## config.mk

```make
export PLATFORM = sky130hd
export DESIGN_NAME = serial_alu_seq
export DESIGN_NICKNAME = d
export VERILOG_FILES = /design/src/rtl/serial_alu_seq_pkg.sv /design/src/rtl/serial_alu_seq_top_alu.sv /design/src/rtl/serial_alu_seq.sv
export SDC_FILE = /design/constraint.sdc
export NUM_CORES = 1
export LEC_CHECK = 0
export ABC_AREA = 0
export CORE_MARGIN = 8
export CORE_UTILIZATION = 51
export DETAILED_ROUTE_END_ITERATION = 10
export GPL_ROUTABILITY_DRIVEN = 0
export PLACE_DENSITY = 0.78
export SYNTH_ARGS = -nofsm -noshare
export SYNTH_HDL_FRONTEND = slang
export SYNTH_SLANG_ARGS = --single-unit
```

## constraint.sdc

```tcl
create_clock -name clk -period 1.94 [get_ports clk]
set_input_delay 0.194 -clock clk [delete_from_list [all_inputs] [get_ports clk]]
set_output_delay 0.194 -clock clk [all_outputs]
set_load 0.02 [all_outputs]
```

## src/rtl/serial_alu_seq_pkg.sv

```systemverilog
// serial_alu_seq_pkg
//   Shared constants for the bit-serial ALU sequencer and its 1-bit ALU.
//   - ALU op codes (AND, OR, XOR, ADD, SUB); other codes are inert.
//   - Sequencer state encoding (IDLE, RUN, DONE).
//   - alu_op_is_arith: marks the ops whose carry/borrow chain is meaningful.
`timescale 1ns/1ps
package serial_alu_seq_pkg;

  localparam logic [2:0] ALU_OP_AND = 3'b000;
  localparam logic [2:0] ALU_OP_OR  = 3'b001;
  localparam logic [2:0] ALU_OP_XOR = 3'b010;
  localparam logic [2:0] ALU_OP_ADD = 3'b011;
  localparam logic [2:0] ALU_OP_SUB = 3'b100;

  typedef enum logic [1:0] {
    ST_IDLE = 2'd0,
    ST_RUN  = 2'd1,
    ST_DONE = 2'd2
  } state_e;

  // Logic ops report CB_out=0; only ADD/SUB propagate a chain.
  function automatic logic alu_op_is_arith(input logic [2:0] op);
    return (op == ALU_OP_ADD) || (op == ALU_OP_SUB);
  endfunction

endpackage

```

## src/rtl/serial_alu_seq_top_alu.sv

```systemverilog
// top_alu
//   1-bit ALU slice used by the serial sequencer.
// Ports
//   In1, In2  in  1  operand bits
//   CB_in     in  1  carry (ADD) or borrow (SUB) into this bit
//   code_op   in  3  op code from serial_alu_seq_pkg
//   Result    out 1  result bit
//   CB_out    out 1  carry/borrow out; 0 for logic ops and unused codes
`timescale 1ns/1ps
module top_alu
  import serial_alu_seq_pkg::*;
(
  input  logic       In1,
  input  logic       In2,
  input  logic       CB_in,
  input  logic [2:0] code_op,
  output logic       Result,
  output logic       CB_out
);

  logic w_p;
  assign w_p = In1 ^ In2;

  always_comb begin
    Result = 1'b0;
    CB_out = 1'b0;
    case (code_op)
      ALU_OP_AND: Result = In1 & In2;
      ALU_OP_OR:  Result = In1 | In2;
      ALU_OP_XOR: Result = w_p;
      ALU_OP_ADD: begin
        Result = w_p ^ CB_in;
        CB_out = (In1 & In2) | (CB_in & w_p);
      end
      ALU_OP_SUB: begin
        // In1 - In2 - borrow: borrow out when In2 (plus borrow) exceeds In1.
        Result = w_p ^ CB_in;
        CB_out = (~In1 & In2) | (CB_in & ~w_p);
      end
      default: begin
        Result = 1'b0;
        CB_out = 1'b0;
      end
    endcase
  end

endmodule

```

## src/rtl/serial_alu_seq.sv

```systemverilog
// serial_alu_seq
//   Bit-serial front end for the 1-bit top_alu. Operands are latched on an
//   accepted start, fed LSB-first one bit per clock with the carry/borrow
//   registered back into the ALU, and the result bits are assembled into a
//   WIDTH-bit word.
// Handshake
//   start is a level request sampled only in IDLE; while RUN or DONE it is
//   ignored (not queued). done is a one-cycle pulse in DONE; result, cb_out
//   (and zero) are valid from that cycle and held until the next DONE.
//   One operation takes WIDTH+2 cycles start-to-start.
// Ports
//   clk, rst_n            clock (rising), async active-low reset
//   start                 request
//   op[2:0]               ALU op code, latched at accept
//   a, b [WIDTH-1:0]      operands, latched at accept
//   cb_init               carry/borrow into bit 0
//   busy                  high in RUN
//   done                  one-cycle pulse in DONE
//   result [WIDTH-1:0]    assembled result
//   cb_out                carry/borrow out of the MSB
//   zero                  result==0 (only with SERIAL_ALU_ZERO_FLAG_EN)
//   dbg_state [1:0]       current FSM state (state_e encoding)
// Configuration
//   SERIAL_ALU_ZERO_FLAG_EN: adds the zero output and its accumulator.
`timescale 1ns/1ps
module serial_alu_seq
  import serial_alu_seq_pkg::*;
#(
  parameter int WIDTH = 8
) (
  input  logic             clk,
  input  logic             rst_n,
  input  logic             start,
  input  logic [2:0]       op,
  input  logic [WIDTH-1:0] a,
  input  logic [WIDTH-1:0] b,
  input  logic             cb_init,
  output logic             busy,
  output logic             done,
  output logic [WIDTH-1:0] result,
  output logic             cb_out,
`ifdef SERIAL_ALU_ZERO_FLAG_EN
  output logic             zero,
`endif
  output logic [1:0]       dbg_state
);

  localparam int CW = (WIDTH > 1) ? $clog2(WIDTH) : 1;
  localparam logic [CW-1:0] CNT_LAST = CW'(WIDTH - 1);

  state_e           r_state;
  state_e           w_state_nxt;
  logic [WIDTH-1:0] r_a_sh;
  logic [WIDTH-1:0] r_b_sh;
  logic [WIDTH-1:0] r_res_sh;
  logic [WIDTH-1:0] r_result;
  logic [2:0]       r_op;
  logic             r_cb;
  logic             r_cb_out;
  logic [CW-1:0]    r_cnt;
  logic             w_alu_res;
  logic             w_alu_cb;
  logic             w_last;
  logic [WIDTH-1:0] w_res_nxt;

  top_alu u_alu (
    .In1     (r_a_sh[0]),
    .In2     (r_b_sh[0]),
    .CB_in   (r_cb),
    .code_op (r_op),
    .Result  (w_alu_res),
    .CB_out  (w_alu_cb)
  );

  assign w_last    = (r_cnt == CNT_LAST);
  assign w_res_nxt = {w_alu_res, r_res_sh[WIDTH-1:1]};

  // State register
  always_ff @(posedge clk or negedge rst_n) begin
    if (!rst_n) r_state <= ST_IDLE;
    else        r_state <= w_state_nxt;
  end

  // Next state
  always_comb begin
    w_state_nxt = r_state;
    case (r_state)
      ST_IDLE: if (start)  w_state_nxt = ST_RUN;
      ST_RUN:  if (w_last) w_state_nxt = ST_DONE;
      ST_DONE: w_state_nxt = ST_IDLE;
      default: w_state_nxt = ST_IDLE;
    endcase
  end

  // Datapath: operand shifters, carry loop, result assembly.
  always_ff @(posedge clk or negedge rst_n) begin
    if (!rst_n) begin
      r_a_sh   <= '0;
      r_b_sh   <= '0;
      r_res_sh <= '0;
      r_result <= '0;
      r_op     <= '0;
      r_cb     <= 1'b0;
      r_cb_out <= 1'b0;
      r_cnt    <= '0;
    end else begin
      case (r_state)
        ST_IDLE: begin
          if (start) begin
            r_a_sh <= a;
            r_b_sh <= b;
            r_op   <= op;
            r_cb   <= cb_init;
            r_cnt  <= '0;
          end
        end
        ST_RUN: begin
          r_res_sh <= w_res_nxt;
          r_cb     <= w_alu_cb;
          r_a_sh   <= r_a_sh >> 1;
          r_b_sh   <= r_b_sh >> 1;
          if (w_last) begin
            // Load visible outputs on the edge into DONE so they only
            // change there. The counter holds rather than wrapping.
            r_result <= w_res_nxt;
            r_cb_out <= w_alu_cb;
          end else begin
            r_cnt <= r_cnt + 1'b1;
          end
        end
        default: ;
      endcase
    end
  end

`ifdef SERIAL_ALU_ZERO_FLAG_EN
  logic r_zero_acc;
  logic r_zero;

  always_ff @(posedge clk or negedge rst_n) begin
    if (!rst_n) begin
      r_zero_acc <= 1'b0;
      r_zero     <= 1'b0;
    end else begin
      if (r_state == ST_IDLE && start) begin
        r_zero_acc <= 1'b1;
      end else if (r_state == ST_RUN) begin
        r_zero_acc <= r_zero_acc & ~w_alu_res;
        if (w_last) r_zero <= r_zero_acc & ~w_alu_res;
      end
    end
  end

  assign zero = r_zero;
`endif

  assign busy      = (r_state == ST_RUN);
  assign done      = (r_state == ST_DONE);
  assign result    = r_result;
  assign cb_out    = r_cb_out;
  assign dbg_state = r_state;

endmodule

```

### Yosys cells after proc, flatten, opt, wreduce, memory -nomap -nowiden

Cells that the tools add are included.

* bits in registers: 42
* bits of input ports: 23
* logic and storage cells: 54

* add/subtract/negate cells: 1
* eq/ne operators: 10
* muxes and demuxes: 14
* bitwise operators: 11
* reductions and logical operators: 9

Operator list (number)
* $pmux W8 S2: 2
* $mux W8: 2
* $reduce_and A2 Y1: 4
* $eq A3 B2 Y1 const B: 2
* $eq A3 B3 Y1 const B: 2
* $mux W3: 2
* $pmux W3 S2: 1
* $and A1 B1 Y1: 4
* $mux W2: 2
* $ne A2 B2 Y1 const B: 2
* $pmux W1 S2: 2
* $pmux W1 S4: 1
* $pmux W2 S2: 1
* $add A3 B1 Y3 const B: 1
* $eq A3 B1 Y1 const B: 1
* $logic_not A3 Y1: 1
* $or A1 B1 Y1: 3
* $reduce_and A3 Y1: 1
* $eq A2 B1 Y1 const B: 1
* $eq A2 B2 Y1 const B: 1
* $logic_not A2 Y1: 1
* $ne A2 B1 Y1 const B: 1
* $not A1 Y1: 2
* $reduce_bool A2 Y1: 1
* 3 further kinds: 4

### Depth between registers and ports, before layout

Gate-level depths: netlist (run 1).

* depth in word-level cells: 6
* depth in mapped cells: 6
* depth with buffers taken out: 5

### Modules after synthesis

From an unflattened synthesis (run 1), not the netlist that was laid out.

* cell total of the unflattened synthesis: 181
* area total of the unflattened synthesis: 1983.2 um^2

By module, submodules not included
* serial_alu_seq: times used 1, cells an instance 163, area each 1833.0 um^2
* top_alu: times used 1, cells an instance 18, area each 150.1 um^2

### Worst setup path before layout (run 1)

Ideal clock, no wire load.

* kind: reg-to-reg
* start: reg r_b_sh[0]
* end: reg r_res_sh[7]
* library setup time: 0.082 ns
* data arrival time: 1.426 ns
* required time: 1.858 ns
* path slack: 0.432 ns
* stages on the path, launching flop included: 6
* path buffers: 0
* period minus slack after synthesis: 1.508 ns
* cells stage by stage: dfrtp_1 -> inv_1 -> fa_1 -> nor4bb_1 -> nor2_1 -> a31oi_1

* word-level cells in the longest chain between the ends: 3
* elaborated cells between the ends (all ways): 5
* those cells by class: mux: 1; bitwise: 4

Ends and longest elaborated chain
* from (decl): RTL line serial_alu_seq.sv:54 `logic [WIDTH-1:0] r_b_sh;`
* from (signal assigned): RTL line serial_alu_seq.sv:121 `r_b_sh <= r_b_sh >> 1;`
* $xor A1 B1 Y1: RTL line serial_alu_seq_top_alu.sv:22 `assign w_p = In1 ^ In2;`
* $xor A1 B1 Y1: RTL line serial_alu_seq_top_alu.sv:32, serial_alu_seq_top_alu.sv:37
* $pmux W1 S4 (*): RTL line serial_alu_seq_top_alu.sv:27 `case (code_op)`
* to (signal assigned): RTL line serial_alu_seq.sv:118 `r_res_sh <= w_res_nxt;`
* to (decl): RTL line serial_alu_seq.sv:55 `logic [WIDTH-1:0] r_res_sh;`

Mark *: on every way between the ends. The rest lies on a longest branch, timed or not.
A chain may end at the register's enable or synchronous reset.

### Final worst setup path (run 1)

* start: reg r_state[1], in the netlist dbg_state[1]
* end: out busy

* word-level cells in the longest chain between the ends: 1

Ends and longest elaborated chain
* from (decl): RTL line serial_alu_seq.sv:51 `state_e r_state;`
* from (signal assigned): RTL line serial_alu_seq.sv:81 `else r_state <= w_state_nxt;`
* $eq A2 B1 Y1: RTL line serial_alu_seq.sv:157 `assign busy = (r_state == ST_RUN);`
* to (decl): RTL line serial_alu_seq.sv:38 `output logic busy,`

No other way between the ends.

==> summary.txt, run 1 <==
Pwr
  – Share of power burned in combinational logic: 0.437
  – Net switching share of the total power: 0.386
  – Total power density per cell area: between 1000 and 1500 nW/µm²
  – Sequential group share of total power: 0.409
  – Leakage power total: approximately 1.0 nW
  – Maximum resistive drop on vdd: between 800 and 900 µV
  – Tot Pwr: approximately 3.6 mW
  – Cell internal power dissipation: ~2.2 mW
  – Switching power: about 1.4 mW
  – Clock share of power: 0.154

Yosys
  – Post-synthesis cell type count: 29
  – Main combinational cell family by area after synthesis: multiplexers
  – Simple-gate share of the synthesized area: 0.137
  – Number of flip-flops and latches in the synthesized netlist: between 40 and 50
  – Sequential share of the synthesized area: 0.537
  – Average cell area after synthesis: between 10 and 15 µm²
  – Synthesized netlist cell count: ~160
  – Share of the synthesized area in compound gates (AO/OA/AOI/OAI): 0.0924
  – Multiplexer share of the synthesized area: 0.144
  – Adder-Cell Fraction of Synth Area: 0.0472
  – Synthesis warning total: 0
  – Post-Syn Nets: about 190
  – Mapped cell area: 1910 µm²
  – Xor-xnor portion of the synthesized cell area: 0

Critical path
  – Data required time of the worst path: ~1.8 ns
  – Setup crit end kind: primary output
  – Peak fanout along the critical path: 6
  – Crit start category: register
  – Arrival time at the worst endpoint: ~1.7 ns
  – Type of the setup path with the least slack: register to primary output

Layout
  – Fraction of layout instances using a drive strength above 1: 0.186
  – Area added between synthesis and finish: 25.7%
  – Diode count: 0
  – Post-layout nets: about 230

Clocking
  – Clock tree from TritonCTS: built
  – Number of clock sinks: slightly above 40
  – Clock root buffer: sky130_fd_sc_hd__clkbuf_8
  – Maximum buffer depth of the clock tree: 2
  – Source-to-sink clock delay at the later pin of the worst-skew pair: 0.30 ns
  – Maximum level of the CTS H-tree: 2
  – Clock slew seen by the registers of the worst setup and hold paths: about 0.08 ns
  – Number of buffers inserted to repair setup after CTS: 0
  – Number of CTS-inserted buffers: 5
  – Number of gates given a new drive strength after cts: 0

Detailed routing
  – Final routed wire length divided by cell count: 14.9 µm
  – Remaining antenna violation count: 0
  – Via total after detailed routing: 1285
  – Number of DRC violations after detailed routing: 0
  – Starting DRC count in detailed routing: about 110
  – Pre-Repair DR Iteration Count: 4
  – Wirelength, routed: between 3 and 4 mm
  – Vias per cell: a little over 5

Global route
  – Largest net degree at the start of global routing: 42
  – Grt ovf: 0
  – Global Route Usage Sum: 0.130
  – Number of global-route vias before repair: between 1000 and 1500
  – Initial antenna violation count: 0
  – Global-route wire length before repair: roughly 6.4 mm

STA
  – # setup viols final: 0
  – Worst rel slew slack: 0.661
  – Number of pins with negative max-slew slack in the final report: 0
  – Post-route clock skew: around 0.0054 ns
  – RSZ-0062 raised after global routing: false
  – Highest clock rate: 540 MHz
  – Period minus WS final: 1.85 ns
  – Final Hold Viols: 0
  – Transition time at the pin with the least slew margin: ~0.5 ns
  – Setup total negative slack: 0 ns
  – Part of the cycle the worst path needs: 0.955

Worst hold path
  – Class of the most critical hold timing path: primary input to register

Die
  – Num rows: 22
  – Total Die Area: 5960 µm²
  – Core outline area: ~3600 µm²
  – Starting Density: 0.525
  – I/O pin total: 36
  – Die extent in y: between 70 and 80 µm
  – Horizontal die dimension: about 77 µm

Placed design
  – HPWL after detailed placement: roughly 2.7 mm
  – IO buf count: 35

Flow run
  – Max capacitance violation total: 0

Outcome
  – Outcome: finished clean
[cell families after synthesis]
group	Yosys count
and+or+nand+nor	52
buffers and inverters	13
AOI/OAI and AO/OA	25
DFF	41
adders and majority gates	6
muxes	26
[registers in the layout, indices dropped and copies added, names as in the netlist]
register and flops:
r_a_sh 8, r_b_sh 8, result 8, r_res_sh 7, r_cnt 3, r_op 3
dbg_state 2, cb_out 1, r_cb 1
[cell usage after synthesis]
master                     instances  area share
sky130_fd_sc_hd__dfrtp_1          41        0.54
sky130_fd_sc_hd__nor3b_2           1      0.0066
sky130_fd_sc_hd__nand2_1          39       0.077
sky130_fd_sc_hd__a21oi_1           2      0.0052
sky130_fd_sc_hd__o21ai_0           3      0.0079
sky130_fd_sc_hd__a31oi_1           2      0.0066
sky130_fd_sc_hd__o21ai_2           9       0.041
sky130_fd_sc_hd__nor2_1            3      0.0059
sky130_fd_sc_hd__nor3b_1           1      0.0039
sky130_fd_sc_hd__nor4bb_1          1      0.0052
sky130_fd_sc_hd__buf_6             1      0.0059
sky130_fd_sc_hd__mux2_2           11       0.065
sky130_fd_sc_hd__nand3b_2          1      0.0059
sky130_fd_sc_hd__o31a_1            1      0.0046
sky130_fd_sc_hd__ha_1              4       0.026
sky130_fd_sc_hd__o21ai_1           5       0.013
sky130_fd_sc_hd__buf_2             4       0.010
sky130_fd_sc_hd__nor3b_4           1      0.0098
sky130_fd_sc_hd__inv_1             6       0.012
sky130_fd_sc_hd__o221ai_1          1      0.0046
sky130_fd_sc_hd__and2b_2           1      0.0046
sky130_fd_sc_hd__nand4b_1          1      0.0046
sky130_fd_sc_hd__buf_12            1       0.010
sky130_fd_sc_hd__a22o_1            2      0.0092
sky130_fd_sc_hd__fa_1              2       0.021
sky130_fd_sc_hd__nor4b_1           2      0.0092
sky130_fd_sc_hd__buf_4             1      0.0039
sky130_fd_sc_hd__mux2i_1          15       0.079
sky130_fd_sc_hd__nand2b_2          1      0.0046
[layout by cell type, fill, tap and decap left out, drive strengths merged, types with 2 or more instances in the layout]
cell,n
dfrtp,41
nand2,39
clkdlybuf4s50,34
o21ai,17
mux2i,15
mux2,11
inv,6
clkbuf,5
buf,5
ha,4
nor2,3
clkinvlp,3
nor3b,3
a22o,2
nor4b,2
a31oi,2
a21oi,2
fa,2
[critical path, cell delays in order (launching register included)]
cell and delay (ns):
sky130_fd_sc_hd__dfrtp_1 0.46, sky130_fd_sc_hd__nand2b_2 0.22, sky130_fd_sc_hd__inv_1 0.08, sky130_fd_sc_hd__clkdlybuf4s50_1 0.61
[path summary, 6_finish.rpt]
| check | start | to | slack [ns] | cells after the start |
|---|---|---|---|---|
| max in group asynchronous | rst_n | r_b_sh[6]$_DFFE_PN0P_ | 1.10 | 3 |
| worst max register to register | r_cnt[0]$_DFFE_PN0P_ | r_cnt[0]$_DFFE_PN0P_ | 0.29 | 5 |
| worst max-delay path | dbg_state[1]$_DFFE_PN0P_ | busy | 0.09 | 3 |
| worst min register to register | r_a_sh[5]$_DFFE_PN0P_ | r_a_sh[4]$_DFFE_PN0P_ | 0.49 | 2 |
| min in group asynchronous | rst_n | result[3]$_DFFE_PN0P_ | 0.48 | 3 |
| worst min-delay path | a[7] | r_a_sh[7]$_DFFE_PN0P_ | 0.46 | 3 |
[power by group through the flow]
stage               Combinational, mW  Clock [mW]  Sequential (mW)
floorplan                        1.01           0             1.53
global placement                 1.50           0             1.46
detailed placement               1.58           0             1.48
CTS                              1.59       0.567             1.47
global route                     1.73       0.603             1.51
finish                           1.57       0.552             1.47
[cell type report]
type | count | area [µm²]
multi-input combinational | 109 | 802
timing repair buffer | 40 | 398
fill | 302 | 1230
clock inverter | 3 | 22.5
tap | 48 | 60.1
clock buffer | 5 | 68.8
sequential | 41 | 1030
inverter | 6 | 22.5
[routing by layer]
layer / vias to the layer above / wire length [µm] / global-route usage
li1: 637 / - / -
met1: 617 / 1670 / 0.154
met2: 24 / 1890 / 0.215
met3: 7 / 105 / 0.0303
met4: 0 / 77 / 0.0679
met5: - / 0 / 0
[timing repair]
item,CTS,global route
endpoints found under the hold margin,41,0
endpoints found under the setup margin,0,0
hold buffers,1,0
[metrics by stage]
step	hold WS (ns)	area, µm²	utilization	cells	setup slack, ns
after global placement	0.279	2300	0.633	243	0.378
final	0.458	2400	0.660	252	0.0879
after global routing	0.466	2400	0.660	252	0.0230
after floorplan	-0.102	1910	-	163	0.432
after detailed placement	0.284	2300	0.633	243	0.300
after CTS	0.456	2400	0.660	252	0.0820
No activity file was read; power rests on OpenSTA's default activity.
==> run 2, diff against run 1 <==
--- a/config.mk
+++ b/config.mk
@@ -7,10 +7,11 @@
 export LEC_CHECK = 0
 export ABC_AREA = 0
 export CORE_MARGIN = 8
-export CORE_UTILIZATION = 51
+export CORE_UTILIZATION = 60
 export DETAILED_ROUTE_END_ITERATION = 10
+export DONT_BUFFER_PORTS = 1
 export GPL_ROUTABILITY_DRIVEN = 0
-export PLACE_DENSITY = 0.78
+export PLACE_DENSITY = 0.76
 export SYNTH_ARGS = -nofsm -noshare
 export SYNTH_HDL_FRONTEND = slang
 export SYNTH_SLANG_ARGS = --single-unit
==> constraint.sdc (replaced) <==
create_clock -name clk -period 1.94 [get_ports clk]
set_input_delay 0.194 -clock clk [delete_from_list [all_inputs] [get_ports clk]]
set_output_delay 0.194 -clock clk [all_outputs]
set_load 0.05 [all_outputs]
==> run 2 against run 1 <==
Compared with the run above:
- sequential cell count unchanged
- fmax up 3.7%
- combinational power down 16%
- setup slack better by 0.067 ns
- via count down 6.1%
- global-route usage up 2.4 points
- largest cell class unchanged
- highest routed layer unchanged
==> summary.txt, run 2 (synthesized netlist as in run 1, its figures left out) <==
Outcome
  – Outcome: finished clean

Clocking
  – Maximum buffer depth of the clock tree: 2
  – Source-to-sink clock delay at the later pin of the worst-skew pair: ~0.36 ns
  – Number of clock sinks: around 40
  – Clock slew seen by the registers of the worst setup and hold paths: around 0.12 ns
  – Clock tree from TritonCTS: built
  – Clock root buffer: sky130_fd_sc_hd__clkbuf_4
  – Maximum level of the CTS H-tree: 2
  – Number of CTS-inserted buffers: 5

Die
  – Num rows: 20
  – Total Die Area: ~5200 µm²
  – Die extent in y: roughly 72 µm
  – Core outline area: just over 3000 µm²
  – I/O pin total: 36
  – Starting Density: 0.625
  – Horizontal die dimension: 72.4 µm

Detailed routing
  – Number of DRC violations after detailed routing: 0
  – Wirelength, routed: approximately 3.6 mm
  – Pre-Repair DR Iteration Count: 4
  – Via total after detailed routing: about 1200
  – Vias per cell: ~5.4
  – Starting DRC count in detailed routing: 80
  – Final routed wire length divided by cell count: roughly 16 µm
  – Remaining antenna violation count: 0

Global route
  – Largest net degree at the start of global routing: 42
  – Global-route wire length before repair: 6.19 mm
  – Grt ovf: 0
  – Initial antenna violation count: 0
  – Number of global-route vias before repair: 1310
  – Global Route Usage Sum: 0.155

STA
  – Worst rel slew slack: 0.666
  – Number of pins with negative max-slew slack in the final report: 0
  – Final Hold Viols: 0
  – Part of the cycle the worst path needs: 0.920
  – Setup total negative slack: 0 ns
  – Transition time at the pin with the least slew margin: between 0.5 and 0.6 ns
  – Post-route clock skew: approximately 0.016 ns
  – RSZ-0062 raised after global routing: false
  – # setup viols final: 0
  – Period minus WS final: 1.79 ns
  – Highest clock rate: 560 MHz
  – Hold Worst Slack: between 0.015 and 0.02 ns

Layout
  – Post-layout nets: 206
  – Leading cell type in the layout, fill and taps excluded: sky130_fd_sc_hd__dfrtp_1
  – Most used cells in the layout excluding fill and tap cells: sky130_fd_sc_hd__dfrtp_1, sky130_fd_sc_hd__nand2_1, sky130_fd_sc_hd__mux2i_1
  – Final standard cell utilization of the core: 0.693
  – Diode count: 0
  – Fraction of layout instances using a drive strength above 1: 0.219
  – Non-Filler Instances: 222
  – Count of filler cells inserted in the layout: roughly 240
  – Final design instance area without fill: roughly 2100 µm²
  – Area added between synthesis and finish: 10.7%

Pwr
  – Share of power burned in combinational logic: 0.377
  – Sequential group share of total power: 0.502
  – Clock share of power: 0.121
  – Net switching share of the total power: 0.453
  – Total power density per cell area: 1660 nW/µm²
  – Leakage power total: between 0.9 and 1 nW
  – Maximum resistive drop on vdd: roughly 900 µV
  – Cell internal power dissipation: a little under 2 mW
  – Switching power: ~1.6 mW

Placed design
  – Placed cells: 206
  – HPWL after detailed placement: 2.52 mm
  – Placement-stage cell area: between 1500 and 2000 µm²
  – IO buf count: 0

Critical path
  – Register-to-register path setup slack: ~0.23 ns
  – Peak fanout along the critical path: 17
  – Crit start category: register
  – Setup crit end kind: primary output
  – Arrival time at the worst endpoint: 1.59 ns
  – Type of the setup path with the least slack: register to primary output
  – Data required time of the worst path: 1.75 ns

Flow run
  – Max capacitance violation total: 0

Worst hold path
  – Class of the most critical hold timing path: primary input to register
[run 2: cell types whose count changed in the layout (fill, tap and decap cells not counted), moves of 2 or more]
cell	previous run	this run
sky130_fd_sc_hd__clkbuf_8	5	0
sky130_fd_sc_hd__buf_4	3	5
sky130_fd_sc_hd__clkbuf_4	0	5
sky130_fd_sc_hd__clkdlybuf4s50_1	34	0
sky130_fd_sc_hd__dlygate4sd3_1	1	7
[run 2: what timing repair did]
| action | CTS | global route |
|---|---|---|
| hold buffers | 8 | 0 |
| setup endpoints to repair | 0 | 1 |
| gates resized for setup | 0 | 1 |
| buffers inserted | 0 | 0 |
| hold endpoints to repair | 47 | 0 |
[run 2: power groups by stage]
stage	sequential (mW)	combinational, mW	clock, mW
floorplan	1.74	1.04	0
global placement	1.76	1.23	0
detailed placement	1.78	1.31	0
CTS	1.77	1.34	0.440
global route	1.81	1.50	0.461
finish	1.77	1.32	0.425
[run 2: worst paths after layout]
check / end / cells after the start / start
worst max-delay path: busy / 4 / dbg_state[0]$_DFFE_PN0P_
worst min-delay path: r_a_sh[1]$_DFFE_PN0P_ / 2 / a[1]
worst max register to register: r_res_sh[7]$_DFFE_PN0N_ / 5 / r_b_sh[0]$_DFFE_PN0P_
worst min register to register: r_res_sh[1]$_DFFE_PN0N_ / 2 / r_res_sh[1]$_DFFE_PN0N_
max in group asynchronous: r_b_sh[3]$_DFFE_PN0P_ / 2 / rst_n
min in group asynchronous: r_res_sh[4]$_DFFE_PN0N_ / 2 / rst_n
[run 2: stage by stage]
| stage | total power, mW | worst slack, ns |
|---|---|---|
| 6_report | 3.51 | 0.155 |
| 5_1_grt | 3.77 | 0.0649 |
| 4_1_cts | 3.54 | 0.0569 |
| 3_5_place_dp | 3.08 | 0.273 |
| 3_3_place_gp | 2.98 | 0.376 |
| 2_1_floorplan | 2.79 | 0.326 |
[run 2: layout make-up]
type,count,area (µm²),area share
Clock buffer,6,41.3,0.0195
Sequential cell,41,1030,0.485
Inverter,6,22.5,0.0107
Multi-Input combinational cell,109,807,0.382
Timing Repair Buffer,14,148,0.0698
Tap cell,44,55.1,0.0260
Clock inverter,2,15.0,0.00710
[run 2: worst max-delay path: stages, from the launching register on]
cell	delay [ns]
sky130_fd_sc_hd__dfrtp_1	0.54
sky130_fd_sc_hd__nand2b_4	0.16
sky130_fd_sc_hd__clkinv_1	0.08
sky130_fd_sc_hd__buf_4	0.22
sky130_fd_sc_hd__buf_4	0.24
[run 2: routing by layer]
metal / up-vias / wire [µm] / global-route usage / part of all wire
li1: 583 / - / - / -
met3: 7 / 185 / 0.0468 / 0.051
met4: 0 / 74 / 0.0800 / 0.020
met1: 587 / 1560 / 0.183 / 0.43
met5: - / 0 / 0 / 0
met2: 29 / 1830 / 0.247 / 0.50
